**config.mk**
```make
export PLATFORM = sky130hd
export DESIGN_NAME = game_state_fsm
export DESIGN_NICKNAME = d
export VERILOG_FILES = /design/src/rtl/game_state_fsm.sv
export SDC_FILE = /design/constraint.sdc
export NUM_CORES = 1
export LEC_CHECK = 0
export CAP_MARGIN = 20
export CORE_MARGIN = 3
export CORE_UTILIZATION = 51
export CTS_BUF_LIST = sky130_fd_sc_hd__clkbuf_16
export DETAILED_ROUTE_END_ITERATION = 6
export DONT_BUFFER_PORTS = 1
export PLACE_DENSITY = 0.62
export RECOVER_POWER = 50
export SYNTH_ARGS = -nofsm -noshare
export SYNTH_HDL_FRONTEND = slang
export SYNTH_SLANG_ARGS = --single-unit
```
**constraint.sdc**
```tcl
create_clock -name Clk -period 3.37 [get_ports Clk]
set_clock_uncertainty 0.15 [all_clocks]
set_input_delay 0.1685 -clock Clk [delete_from_list [all_inputs] [get_ports Clk]]
set_output_delay 0.1685 -clock Clk [all_outputs]
set_load 0.01 [all_outputs]
```
**src/rtl/game_state_fsm.sv**
```systemverilog
// Game flow sequencer: TITLE -> PLAYING <-> PAUSED -> DYING -> GAME_OVER -> PLAYING.
// Derives the frame tick from VGA_VS and keeps the survival timer, level and best time.
module game_state_fsm #(
    parameter int FRAMES_PER_SEC = 60,
    parameter int LEVEL_SECS     = 10,
    parameter int DYING_FRAMES   = 90,
    parameter int LOCK_FRAMES    = 30
) (
    input  logic       Clk,
    input  logic       Reset_h,
    input  logic       VGA_VS,
    input  logic       key_start,
    input  logic       key_pause,
    input  logic       collision,
    output logic [2:0] State,
    output logic       frame_tick,
    output logic [9:0] seconds,
    output logic [2:0] level,
    output logic [9:0] best_seconds,
    output logic       new_record
);

    localparam int FW   = (FRAMES_PER_SEC > 1) ? $clog2(FRAMES_PER_SEC) : 1;
    localparam int LW   = (LEVEL_SECS > 1) ? $clog2(LEVEL_SECS) : 1;
    localparam int DMAX = (DYING_FRAMES > LOCK_FRAMES) ? DYING_FRAMES : LOCK_FRAMES;
    localparam int DW   = $clog2(DMAX + 1);

    typedef enum logic [2:0] {
        S_TITLE     = 3'd0,
        S_PLAYING   = 3'd1,
        S_DYING     = 3'd2,
        S_GAME_OVER = 3'd3,
        S_PAUSED    = 3'd4
    } state_e;

    state_e          state_q, state_d;
    logic            vs_q, start_q, pause_q;
    logic            tick_q, tick_d;
    logic [FW-1:0]   frame_cnt_q, frame_cnt_d;
    logic [LW-1:0]   level_cnt_q, level_cnt_d;
    logic [9:0]      seconds_q, seconds_d;
    logic [2:0]      level_q, level_d;
    logic [9:0]      best_q, best_d;
    logic [DW-1:0]   dwell_q, dwell_d;
    logic            new_record_q, new_record_d;
    logic            start_edge, pause_edge;

    assign start_edge = key_start & ~start_q;
    assign pause_edge = key_pause & ~pause_q;

    always_ff @(posedge Clk) begin
        if (Reset_h) begin
            state_q      <= S_TITLE;
            vs_q         <= 1'b0;
            // Keys held through reset must not look like a fresh press afterwards.
            start_q      <= key_start;
            pause_q      <= key_pause;
            tick_q       <= 1'b0;
            frame_cnt_q  <= '0;
            level_cnt_q  <= '0;
            seconds_q    <= '0;
            level_q      <= '0;
            best_q       <= '0;
            dwell_q      <= '0;
            new_record_q <= 1'b0;
        end else begin
            state_q      <= state_d;
            vs_q         <= VGA_VS;
            start_q      <= key_start;
            pause_q      <= key_pause;
            tick_q       <= tick_d;
            frame_cnt_q  <= frame_cnt_d;
            level_cnt_q  <= level_cnt_d;
            seconds_q    <= seconds_d;
            level_q      <= level_d;
            best_q       <= best_d;
            dwell_q      <= dwell_d;
            new_record_q <= new_record_d;
        end
    end

    always_comb begin
        tick_d       = vs_q & ~VGA_VS;
        state_d      = state_q;
        frame_cnt_d  = frame_cnt_q;
        level_cnt_d  = level_cnt_q;
        seconds_d    = seconds_q;
        level_d      = level_q;
        best_d       = best_q;
        dwell_d      = dwell_q;
        new_record_d = new_record_q;

        case (state_q)
            S_TITLE: begin
                if (start_edge) begin
                    state_d     = S_PLAYING;
                    frame_cnt_d = '0;
                    level_cnt_d = '0;
                    seconds_d   = '0;
                    level_d     = '0;
                end
            end
            S_PLAYING: begin
                // Collision wins over pause and swallows a coincident tick.
                if (collision) begin
                    state_d = S_DYING;
                    dwell_d = '0;
                    if (seconds_q > best_q) begin
                        best_d       = seconds_q;
                        new_record_d = 1'b1;
                    end else begin
                        new_record_d = 1'b0;
                    end
                end else if (pause_edge) begin
                    state_d = S_PAUSED;
                end else if (tick_q) begin
                    if (frame_cnt_q == FW'(FRAMES_PER_SEC - 1)) begin
                        frame_cnt_d = '0;
                        if (seconds_q != 10'd999) seconds_d = seconds_q + 10'd1;
                        if (level_cnt_q == LW'(LEVEL_SECS - 1)) begin
                            level_cnt_d = '0;
                            if (level_q != 3'd7) level_d = level_q + 3'd1;
                        end else begin
                            level_cnt_d = level_cnt_q + LW'(1);
                        end
                    end else begin
                        frame_cnt_d = frame_cnt_q + FW'(1);
                    end
                end
            end
            S_PAUSED: begin
                if (pause_edge) state_d = S_PLAYING;
            end
            S_DYING: begin
                if (tick_q) begin
                    if (dwell_q == DW'(DYING_FRAMES - 1)) begin
                        state_d = S_GAME_OVER;
                        dwell_d = '0;
                    end else begin
                        dwell_d = dwell_q + DW'(1);
                    end
                end
            end
            S_GAME_OVER: begin
                // dwell_q saturates at LOCK_FRAMES and then unlocks the start key.
                if (start_edge && dwell_q >= DW'(LOCK_FRAMES)) begin
                    state_d      = S_PLAYING;
                    frame_cnt_d  = '0;
                    level_cnt_d  = '0;
                    seconds_d    = '0;
                    level_d      = '0;
                    new_record_d = 1'b0;
                end else if (tick_q && dwell_q < DW'(LOCK_FRAMES)) begin
                    dwell_d = dwell_q + DW'(1);
                end
            end
            default: state_d = S_TITLE;
        endcase
    end

    assign State        = state_q;
    assign frame_tick   = tick_q;
    assign seconds      = seconds_q;
    assign level        = level_q;
    assign best_seconds = best_q;
    assign new_record   = new_record_q;

endmodule
```
==> summary.txt <==
Global route
  – GR Overflow Total: 0
  – GRT Total Usage: 20.60%
  – Vias in the first global route: 2331
  – First-pass GRT wire length: 10.72 mm
  – Initial antenna violation count: 0
  – Largest net degree at the start of global routing: 25

Die
  – CORE AREA: 5205 sq um
  – Die height: 80.05 microns
  – Die area: 6408 sq um
  – Initial core utilization: 53.73%
  – Row Count: 26
  – Top Ports: 34
  – Die Width: 80.05 microns

Power
  – Tot Pwr: 1.726 mW
  – Lkg Pwr: 1.033 nW
  – Worst VDD drop: 0.4149 mV
  – Pwr per Cell Area: 569.9 nW/um^2

Clocking
  – Clk sinks: 48
  – H-tree levels: 2
  – Clock-pin slew on the worst setup and hold paths: 0.06 ns
  – Root Driver: clkbuf_16
  – TritonCTS buffer count: 5
  – Clock Path Buffers: 2
  – CTS tree: done
  – Later-pin clock latency in the skew report: 0.28 ns

Synthesis
  – EDFF count, synth: 0
  – Post-synth top area share: 34.36%
  – Netlist cell types: 57
  – Sequential share of the synthesized area: 34.36%
  – Area contributors post-synth: dfxtp_1 (34%), ha_1 (8.5%), nand2_1 (5.5%)
  – Synth Flop Type: dfxtp_1
  – Synth warn: 0
  – Async S/R FF share, synth: 0%
  – Yosys top cell by area: dfxtp_1
  – Synth Register Bits: 48
  – Cells after Synth: 341
  – Syn Std Cell Area: 2796 sq um
  – Post-synth net total: 366
  – Syn_area_per_cell: 8.201 sq um

Route
  – WL met3: 302 microns
  – Final WL: 6.379 mm
  – Antenna viol nets, final: 0
  – WL met2: 3.018 mm
  – Via count: 2482
  – DR pass1 iterations: 4
  – Met1 WL: 2.985 mm
  – Top routing layer in use: met4
  – 1st-iter DRT viols: 145
  – Routed len/inst: 15.41 microns
  – Via density: 5.995
  – Residual DRC: 0

STA
  – Min Clock Period, post-route: 2.710 ns
  – RSZ-0062 raised after global routing: no
  – Total negative setup slack: 0 ns
  – Worst slew pin tran: 0.8274 ns
  – Hold Slack: 0.01267 ns
  – Final hold vios: 0
  – Max-slew violation count: 0
  – # setup viols final: 0
  – Final period utilization: 80.42%
  – Maximum clock rate: 0.3690 GHz
  – Rel. slew slack: 44.84%

Layout
  – Fin util: 58.17%
  – Ant. Diodes: 0
  – Ratio of cells with drive above 1 in the final layout: 4.360%
  – Nets: 368
  – Synthesis-to-layout area growth: 8.277%
  – Fillers: 503

Critical path
  – Max stage delay on crit path: 0.66 ns
  – Top delay family on crit path: compound AO/OA/AOI/OAI gates
  – Slowest cell on crit path: or4_1
  – Worst path required time: 3.43 ns
  – CP Cell Sequence: clkbuf_1 -> a311o_1 -> o2111ai_2 -> or4_1 -> a21oi_1
  – Setup CP Type: reg -> reg
  – Arrival @ worst endpoint: 2.77 ns
  – Nature of the critical path endpoint: flop
  – Setup crit start kind: flop
  – Crit path max fanout: 22
  – CP bufs+invs: 1

Placed design
  – HPWL after detailed placement: 4.458 mm
  – Final GP Congestion: 0.8513
  – # port buffers: 0

Hold path
  – Worst min path class: in -> reg

Flow run
  – # Max-Cap Violations: 0

Status
  – Status: finished, final reports clean
## cell families (layout without fill, tap and decap cells)
group	Yosys count	after routing	share of synthesized area [%]
and+or+nand+nor	135	135	24.65
AOI/OAI and AO/OA	87	87	21.57
DFF	48	48	34.36
buffers and inverters	37	40	5.727
adders and majority gates	19	19	8.501
muxes	11	11	3.938
xor gates and xnor gates	4	4	1.253
## state kept, by name, indices dropped and copies added (netlist names)
signal	cells
vs_q	1
new_record	1
State	3
frame_tick	1
best_seconds	10
level_cnt_q	4
pause_q	1
frame_cnt_q	6
level	3
dwell_q	7
start_q	1
seconds	10
## through the flow
stage          instance area (sq um)  instances  worst slack [ns]
2_1_floorplan                   2796        341             1.227
5_1_grt                         3028        414            0.4005
6_report                        3028        414            0.6597
3_5_place_dp                    2825        399            0.7253
4_1_cts                         3024        413            0.6927
3_3_place_gp                    2825        399            0.8084
## cell type report
class | count | area [sq um] | share of cell area, %
Clock inverter | 3 | 13.76 | 0.4545
Tap cell | 70 | 87.58 | 2.893
Clock buffer | 5 | 125.1 | 4.132
Timing Repair Buffer | 9 | 78.83 | 2.603
Sequential cell | 48 | 960.9 | 31.74
Inverter | 23 | 86.33 | 2.851
Multi-Input combinational cell | 256 | 1675 | 55.33
## Yosys cell counts (3+ instances only)
master	count
clkbuf_1	9
a211o_1	3
nand2_1	41
or4_1	8
o21ai_0	16
nand4_1	4
inv_1	22
or3_1	8
a21oi_1	26
mux2i_1	11
nand3_1	15
and3_1	4
a211oi_1	3
dfxtp_1	48
nand3b_1	3
o21a_1	3
nand2b_1	4
nor2_1	26
nor3_1	6
a21o_1	3
nand4b_1	3
o31ai_1	6
ha_1	19
xor2_1	3
o211ai_1	7
nor2b_1	3
## layout by cell type (no fill, tap or decap), types with 3 or more instances in the layout
cell / synthesis / routed
mux2i_1: 11 / 11
o31ai_1: 6 / 6
nand4_1: 4 / 4
dlygate4sd3_1: 0 / 6
o21a_1: 3 / 3
o211ai_1: 7 / 7
nand3_1: 15 / 15
nor3_1: 6 / 6
dfxtp_1: 48 / 48
nor2_1: 26 / 26
ha_1: 19 / 19
or4_1: 8 / 8
a21oi_1: 26 / 26
nand3b_1: 3 / 3
inv_1: 22 / 22
nor2b_1: 3 / 3
nand2_1: 41 / 41
xor2_1: 3 / 3
nand4b_1: 3 / 3
a211oi_1: 3 / 3
nand2b_1: 4 / 4
o21ai_0: 16 / 16
clkbuf_16: 0 / 5
a21o_1: 3 / 3
or3_1: 8 / 8
a211o_1: 3 / 3
and3_1: 4 / 4
## worst min-delay path: cells and delay by family
kind               cells  cell delay, ns
AOI/OAI and AO/OA      1            0.06
and+or+nand+nor        2            0.17
## per-layer routing
layer  up-vias  GRT usage, %
met4         0         5.236
met2        53         35.51
met5         -             0
met1      1177         26.49
li1       1246             -
met3         6         3.587
## path summary, 6_finish.rpt
path	end	cells past startpoint	from	slack [ns]
max	seconds[3]$_SDFFE_PP0P_	5	State[1]$_SDFFE_PP0P_	0.66
max reg2reg	seconds[3]$_SDFFE_PP0P_	5	State[1]$_SDFFE_PP0P_	0.66
min reg2reg	frame_tick$_SDFF_PP0_	1	vs_q$_SDFF_PP0_	0.31
min	State[2]$_SDFFE_PP0P_	3	key_pause	0.01
## what timing repair did
action | 4_1_cts | 5_1_grt
hold buffers | 6 | 0
resized for setup | 0 | 0
hold endpoints to repair | 20 | 0
setup buffers | 0 | 0
## power by group
group | switching, mW | total (mW) | internal (mW) | leakage, nW
Combinational | 0.372 | 0.568 | 0.195 | 0.574
Sequential | 0.0741 | 0.677 | 0.603 | 0.388
Clock | 0.211 | 0.481 | 0.270 | 0.0710
No activity file was read; power rests on OpenSTA's default activity.
